**config.mk**
```make
export PLATFORM = sky130hd
export DESIGN_NAME = counter_stepper
export DESIGN_NICKNAME = d
export VERILOG_FILES = /design/src/rtl/counter_pkg.sv /design/src/rtl/counter_stepper.sv
export SDC_FILE = /design/constraint.sdc
export NUM_CORES = 1
export LEC_CHECK = 0
export CAP_MARGIN = 15
export CORE_ASPECT_RATIO = 0.5
export CORE_MARGIN = 2
export CORE_UTILIZATION = 53
export CTS_CLUSTER_DIAMETER = 100
export DETAILED_ROUTE_END_ITERATION = 6
export PLACE_DENSITY_LB_ADDON = 0.05
export SYNTH_ARGS = -nofsm -noshare
export SYNTH_HDL_FRONTEND = slang
export SYNTH_SLANG_ARGS = --single-unit
```
**constraint.sdc**
```tcl
create_clock -name clk -period 2.25 [get_ports clk]
set_input_delay 0.3375 -clock clk [delete_from_list [all_inputs] [get_ports clk]]
set_output_delay 0.3375 -clock clk [all_outputs]
set_load 0.01 [all_outputs]
```
**src/rtl/counter_pkg.sv**
```systemverilog
// Shared definitions for the up/down counter and its command-side stepper.
package counter_pkg;

    // Counter width, shared by the counter, the stepper and their benches.
    localparam int CNT_W = 8;

    // Direction encoding on the counter's D pin.
    localparam logic DIR_UP   = 1'b0;
    localparam logic DIR_DOWN = 1'b1;

    // Half of the counter range. A distance of exactly this much is a tie
    // between the two directions, and a tie goes up.
    localparam logic [CNT_W-1:0] HALF_RANGE = {1'b1, {(CNT_W-1){1'b0}}};

    typedef enum logic [2:0] {
        IDLE,
        STEP,
        WAIT,
        DONE,
        ERR
    } stepper_state_t;

    // Steps needed to go from cur to tgt counting up, modulo 2^CNT_W.
    function automatic logic [CNT_W-1:0] dist_up(input logic [CNT_W-1:0] cur,
                                                 input logic [CNT_W-1:0] tgt);
        return tgt - cur;
    endfunction

    // Direction of the shortest wrap-around path from cur to tgt.
    // Up wins when the two paths have equal length.
    // Zero distance also reports up.
    function automatic logic shortest_dir(input logic [CNT_W-1:0] cur,
                                          input logic [CNT_W-1:0] tgt);
        logic [CNT_W-1:0] d;
        d = dist_up(cur, tgt);
        return (d > HALF_RANGE) ? DIR_DOWN : DIR_UP;
    endfunction

endpackage

```
**src/rtl/counter_stepper.sv**
```systemverilog
// Command-side driver for the up/down counter: takes a target over a
// valid/ready handshake, steps the counter one count at a time along the
// shortest wrap-around path, and checks every step against the expected value.
module counter_stepper
    import counter_pkg::*;
#(
    parameter int W = CNT_W
) (
    input  logic         clk,
    input  logic         rst,
    input  logic         tgt_valid,
    output logic         tgt_ready,
    input  logic [W-1:0] tgt_data,
    input  logic         abort,
    input  logic [W-1:0] count_in,
    output logic         E,
    output logic         D,
    output logic         busy,
    output logic         done,
    output logic         err,
    output logic [W-1:0] steps
);

    localparam logic [W-1:0] ONE = {{(W-1){1'b0}}, 1'b1};

    stepper_state_t state;
    logic           dir_q;
    logic [W-1:0]   steps_q;
    logic [W-1:0]   tgt_q;
    logic [W-1:0]   exp_q;

    logic accept;
    logic step_adv;

    // Transfer conditions shared by the control and data registers.
    assign accept   = (state == IDLE) && tgt_valid;
    assign step_adv = (state == STEP) && !abort;

    // Control FSM: state, latched direction and step counter.
    always_ff @(posedge clk) begin
        if (rst) begin
            state   <= IDLE;
            dir_q   <= DIR_UP;
            steps_q <= '0;
        end else begin
            case (state)
                IDLE: begin
                    if (tgt_valid) begin
                        steps_q <= '0;
                        dir_q   <= shortest_dir(count_in, tgt_data);
                        state   <= (tgt_data == count_in) ? DONE : STEP;
                    end
                end
                STEP: begin
                    if (abort) begin
                        state <= IDLE;
                    end else begin
                        steps_q <= steps_q + ONE;
                        state   <= WAIT;
                    end
                end
                WAIT: begin
                    // Abort outranks the step check so a cancelled command
                    // never reports completion or mismatch.
                    if (abort) begin
                        state <= IDLE;
                    end else if (count_in != exp_q) begin
                        state <= ERR;
                    end else if (count_in == tgt_q) begin
                        state <= DONE;
                    end else begin
                        state <= STEP;
                    end
                end
                DONE:    state <= IDLE;
                ERR:     state <= IDLE;
                default: state <= IDLE;
            endcase
        end
    end

    // Target and expected-count registers: only meaningful while busy, so
    // they are loaded on accept and never reset.
    always_ff @(posedge clk) begin
        if (accept) begin
            tgt_q <= tgt_data;
            exp_q <= count_in;
        end else if (step_adv) begin
            exp_q <= (dir_q == DIR_DOWN) ? (exp_q - ONE) : (exp_q + ONE);
        end
    end

    assign tgt_ready = (state == IDLE);
    assign busy      = (state != IDLE);
    assign E         = (state == STEP);
    assign done      = (state == DONE) || (state == ERR);
    assign err       = (state == ERR);
    assign D         = dir_q;
    assign steps     = steps_q;

endmodule

```
==> impl_metrics.toml, run 1 <==
[setup_path]
worstSetupPathType = "input pin to register"
critPathMaxFanout = 4
critPathMaxStageDelay_ns = 0.48
worstPathCellList = "clkdlybuf4s50_1 > inv_1 > ha_1 > and3_1 > a2111oi_0 > o32ai_1 > nor4_2 > a21oi_1"
required_ns = 2.41
cp_slowest_cell = "clkdlybuf4s50_1"
startpoint_type = "input pin"
cp-end-kind = "register"
timing.rr.end = "exp_q[6]"
r2r_slack_ns = 0.16
reg2reg_from = "D"
worstPathArrival_ns = 2.27
rr_worst_depth = 7

[sta]
fin_crit_ns = 2.11
worst_slack_ns = 0.144
fin_tns_setup_ns = 0
fin_crit_sh_pct = 93.6
holdWs_ns = 0.531
rsz0062_at_grt = "false"
relSlewSlack_pct = 63.8
setup_viol = 0
clock.fmax_mhz = 475
slew_viol_final = 0
worstMarginPinSlew_ns = 0.536
worst_clock_skew_ns = 0.00671
finalHoldViolations = 0

[yosys]
synth_edf_count = 16
synth.most_common_cell = "inv_1"
synthCells = 216
synth_nets = 251
netlist_area_um2 = 2020
synth_largest_area_cell = "edfxtp_1"
synth_ff_type = "edfxtp_1"
yosys_warnings = 0
synth.yosys.seq_area_share_pct = 35.6
synth.top_cell.area_share_pct = 23.7
ys_ff_latch = 28
synthTopCellsByArea = "edfxtp_1, dfxtp_1, ha_1"
async_flop_share_pct = 0
synth_common_cells = "inv_1, a21oi_1, edfxtp_1, nor2_1"
syn_avg_cell_area_um2 = 9.37
post_synth_num_cell_types = 51

[drt]
vias = 1771
drt-pass1-iter-count = 4
drtAntennaViolNets = 0
drcViolationCount = 0
drt-total-wl_mm = 4.60
detail_route.vias_per_cell = 5.66
drt-wirelength-per-cell_um = 14.7
drt_iter0_markers = 86

[clocking]
numCtsBuffers = 3
cts.sinks = 28
postCtsSetupRepairBufs = 0
cts_root_buf = "clkbuf_8"
cts_tree = "built"
clk_latency_ns = 0.28
clk_pin_slew_ns = 0.09
h-tree-depth = 1
clockBufferDepth = 2

[global_routing]
grt_pass1_vias = 1594
antenna_found_initial = 0
grt_pass1_wl_mm = 7.44
grt_usage_pct = 22.5
grt_max_degree = 16
gr-total-overflow = 0

[place]
place_ws_ns = -0.109
hpwl_mm = 3.59
placed_cell_area_um2 = 2500
place.gp.congestion = 0.845
io_buffers = 33

[outcome]
status = "finished, final reports clean"

[power]
powerDensity_nw_per_um2 = 577
p_leak_nw = 1.00
peakVddDrop_mv = 0.300

[floorplan]
fp.dieW_um = 91.4
start_util_pct = 57.0
dieHeight_um = 47.7
rows = 15
pin_count = 34
core_um2 = 3550
die_area_um2 = 4360

[final_layout]
drive_above_1_share_pct = 11.1
fill_cells = 265
nets = 298
utilization_pct = 71.8
syn_to_final_growth_pct = 25.9
final_area_um2 = 2550
num_antenna_cells = 0

[hold_path]
min_path_type = "register to register"
hold_depth = 2
holdCritStartpoint = "steps[7]"
worst_hold_path.endpoint = "steps[7]"

[flow_run]
cap_violations = 0
-- worst max-delay path, delay by kind of cell --
kind | cells | cell delay, ns
AND/OR/NAND/NOR | 2 | 0.39
AO/OA/AOI/OAI | 3 | 0.68
adder cells (fa/ha/maj) | 1 | 0.32
buffers and inverters | 2 | 0.54
-- layout by cell type (no fill, tap or decap), types with 4 or more instances in the layout --
| master | netlist | final |
|---|---|---|
| nor2b_1 | 4 | 4 |
| nand2_1 | 8 | 8 |
| edfxtp_1 | 16 | 16 |
| nand4_1 | 6 | 6 |
| xnor2_1 | 12 | 12 |
| ha_1 | 14 | 14 |
| inv_1 | 19 | 19 |
| dfxtp_1 | 12 | 12 |
| or3_1 | 4 | 4 |
| o21ai_0 | 8 | 8 |
| nor3b_1 | 5 | 5 |
| and3_1 | 4 | 4 |
| nand3_1 | 9 | 9 |
| nor2_1 | 16 | 16 |
| buf_4 | 0 | 14 |
| clkdlybuf4s50_1 | 0 | 33 |
| a21oi_1 | 16 | 16 |
| xor2_1 | 14 | 14 |
-- report_power, final --
part	switching [mW]	internal [mW]	total, mW
logic	0.280	0.261	0.542
registers	0.0400	0.610	0.650
clock network	0.155	0.123	0.277
-- routing by layer --
layer	vias to the layer above	share of wire (%)	global-route usage, %
met5	-	0	0
met4	0	0.46	4.85
met3	6	6.3	4.09
met2	54	44	38.1
met1	837	50	31.4
li1	874	-	-
-- kinds of logic (layout without fill, tap and decap cells) --
family / Yosys count / count (layout) / synth area share, %
AO/OA/AOI/OAI: 44 / 44 / 14.6
buffers and inverters: 27 / 73 / 6.49
flip-flops: 28 / 28 / 35.6
XOR/XNOR: 26 / 26 / 11.3
AND/OR/NAND/NOR: 76 / 76 / 22.4
adder cells (fa/ha/maj): 15 / 15 / 9.65
-- stage by stage --
step / instances / power, mW
6_report: 313 / 1.47
5_1_grt: 313 / 1.56
4_1_cts: 313 / 1.47
3_5_place_dp: 309 / 1.19
3_3_place_gp: 309 / 1.18
2_1_floorplan: 216 / 1.01
-- area by class of cell --
| class | instances | area [µm²] | share of cell area [%] |
|---|---|---|---|
| tap | 51 | 63.8 | 2.51 |
| clock inverter | 1 | 3.75 | 0.147 |
| inverter | 21 | 85.1 | 3.34 |
| multi-input combinational | 161 | 1180 | 46.2 |
| timing repair buffer | 48 | 455 | 17.9 |
| clock buffer | 3 | 41.3 | 1.62 |
| sequential | 28 | 721 | 28.3 |
-- registers in the layout (all words and copies together) (netlist names) --
signal / cells
tgt_q: 8
steps: 8
D: 1
exp_q: 8
state: 3
-- worst max path at each step --
stage,slack [ns],depth (start not counted),startpoint,endpoint
after global routing,0.006,7,D,exp_q[6]
after detailed placement,-0.11,8,count_in[5],D
after global placement,-0.001,8,count_in[5],D
final,0.14,8,count_in[5],D
after CTS,0.16,7,D,exp_q[6]
after floorplan,0.17,7,D,exp_q[6]
-- timing repair --
item	CTS	global route
endpoints found under the setup margin	0	1
hold endpoints to repair	0	0
gates resized for setup	0	1
hold buffers	0	0
Power figures use the tool's default switching activity.
==> run 2, diff against run 1 <==
- CORE_ASPECT_RATIO: 0.5 -> default
- CORE_UTILIZATION: 53 -> 25
==> impl_metrics.toml, run 2 (same netlist as run 1, synthesis figures left out) <==
[sta]
slew_viol_final = 0
clock.fmax_mhz = 481
setup_viol = 0
fin_crit_sh_pct = 92.4
rsz0062_at_grt = "false"
finalHoldViolations = 0
relSlewSlack_pct = 67.9
worstMarginPinSlew_ns = 0.475
fin_crit_ns = 2.08
worst_slack_ns = 0.172
worst_clock_skew_ns = 0.00627
fin_tns_setup_ns = 0

[power]
p_comb_share_pct = 35.2
p_leak_nw = 1.04
swShare_pct = 31.8
pwr-share-clk_pct = 23.8
p_int_mw = 1.08
powerDensity_nw_per_um2 = 590
seq_power_share_pct = 40.9
peakVddDrop_mv = 0.230
p_sw_mw = 0.503

[final_layout]
regArea_um2 = 721
drive_above_1_share_pct = 13.1
fill_cells = 827
final_cell_mix = "clkdlybuf4s50_1, inv_1, buf_4"
num_antenna_cells = 0
multiInputGateArea_um2 = 1170
nets = 304
final_area_um2 = 2680
layout_commonest_cell = "clkdlybuf4s50_1"
syn_to_final_growth_pct = 32.7

[place]
place.gp.congestion = 0.894
io_buffers = 33
place_ws_ns = -0.0464
placed_cell_area_um2 = 2620
hpwl_mm = 4.25

[drt]
vias = 1716
drtAntennaViolNets = 0
drcViolationCount = 0
drt_iter0_markers = 64
detail_route.vias_per_cell = 4.64
drt-wirelength-per-cell_um = 14.2
drt-total-wl_mm = 5.24
drt-pass1-iter-count = 6

[floorplan]
rows = 32
pin_count = 34
core_um2 = 7770
die_area_um2 = 8830
start_util_pct = 26.0
dieHeight_um = 94.0
fp.dieW_um = 94.0

[setup_path]
critPathMaxFanout = 9
required_ns = 1.91
rr_worst_depth = 7
critPathCapture = "tgt_ready"
cp-end-kind = "output pin"
r2r_slack_ns = 0.28
reg2reg_from = "D"
critPathLaunch = "state[0]"
startpoint_type = "register"
worstSetupPathType = "register to output pin"
worstPathArrival_ns = 1.74
timing.rr.end = "exp_q[7]"

[flow_run]
cap_violations = 0

[clocking]
cts_root_buf = "clkbuf_8"
numCtsBuffers = 3
cts.sinks = 28
clockBufferDepth = 2
h-tree-depth = 1
hold_buffers = 0
clk_latency_ns = 0.29
cts_tree = "built"
clk_pin_slew_ns = 0.11

[hold_path]
min_path_type = "register to register"

[global_routing]
gr-total-overflow = 0
grt_pass1_wl_mm = 8.54
antenna_found_initial = 0
grt_usage_pct = 12.6
grt_max_degree = 17
grt_pass1_vias = 1663

[outcome]
status = "finished, final reports clean"
==> run 2: how the worst min path moves through the flow <==
stage             start  endpoint  cells after the start
2_1_floorplan       rst  steps[0]                      1
3_3_place_gp   steps[7]  steps[7]                      2
3_5_place_dp   steps[7]  steps[7]                      2
4_1_cts        steps[7]  steps[7]                      2
5_1_grt        steps[7]  steps[7]                      2
6_report       steps[7]  steps[7]                      2
==> run 2: stage by stage <==
step	util [%]	power, mW	cells	hold slack [ns]
6_report	34.6	1.58	370	0.537
5_1_grt	34.6	1.70	370	0.555
4_1_cts	34.6	1.61	370	0.541
3_5_place_dp	33.7	1.22	366	0.513
3_3_place_gp	33.7	1.23	366	0.501
2_1_floorplan	-	1.01	216	0.410
==> run 2: layer usage <==
metal / track usage (%) / share of wire, % / vias to the layer above
met5: 0 / 0 / -
met4: 4.35 / 2.1 / 0
met3: 2.09 / 4.2 / 9
met2: 19.8 / 45 / 43
met1: 17.6 / 48 / 775
li1: - / - / 889
==> run 2: worst max-delay path: stages (launching register included) <==
cell and delay, ns:
dfxtp_1 0.40, or3_1 0.43, inv_1 0.10, clkdlybuf4s50_1 0.53
==> run 2: cell type report <==
class                           count  area share [%]
Timing Repair Buffer               54            19.1
Sequential cell                    28            26.9
Inverter                           21            3.17
Tap cell                          102            4.76
Multi-Input combinational cell    161            43.6
Clock buffer                        4            2.47
==> run 2: power groups by stage <==
| stage | Sequential, mW | Clock, mW | Combinational (mW) |
|---|---|---|---|
| 5_1_grt | 0.655 | 0.413 | 0.631 |
| 6_report | 0.647 | 0.377 | 0.558 |
| 4_1_cts | 0.648 | 0.391 | 0.567 |
| 3_3_place_gp | 0.659 | 0 | 0.571 |
| 2_1_floorplan | 0.654 | 0 | 0.361 |
| 3_5_place_dp | 0.661 | 0 | 0.564 |
==> run 2: timing repair <==
item                       in CTS  in global routing
setup endpoints to repair       0                  1
gates resized for setup         0                  1
setup buffers                   0                  0
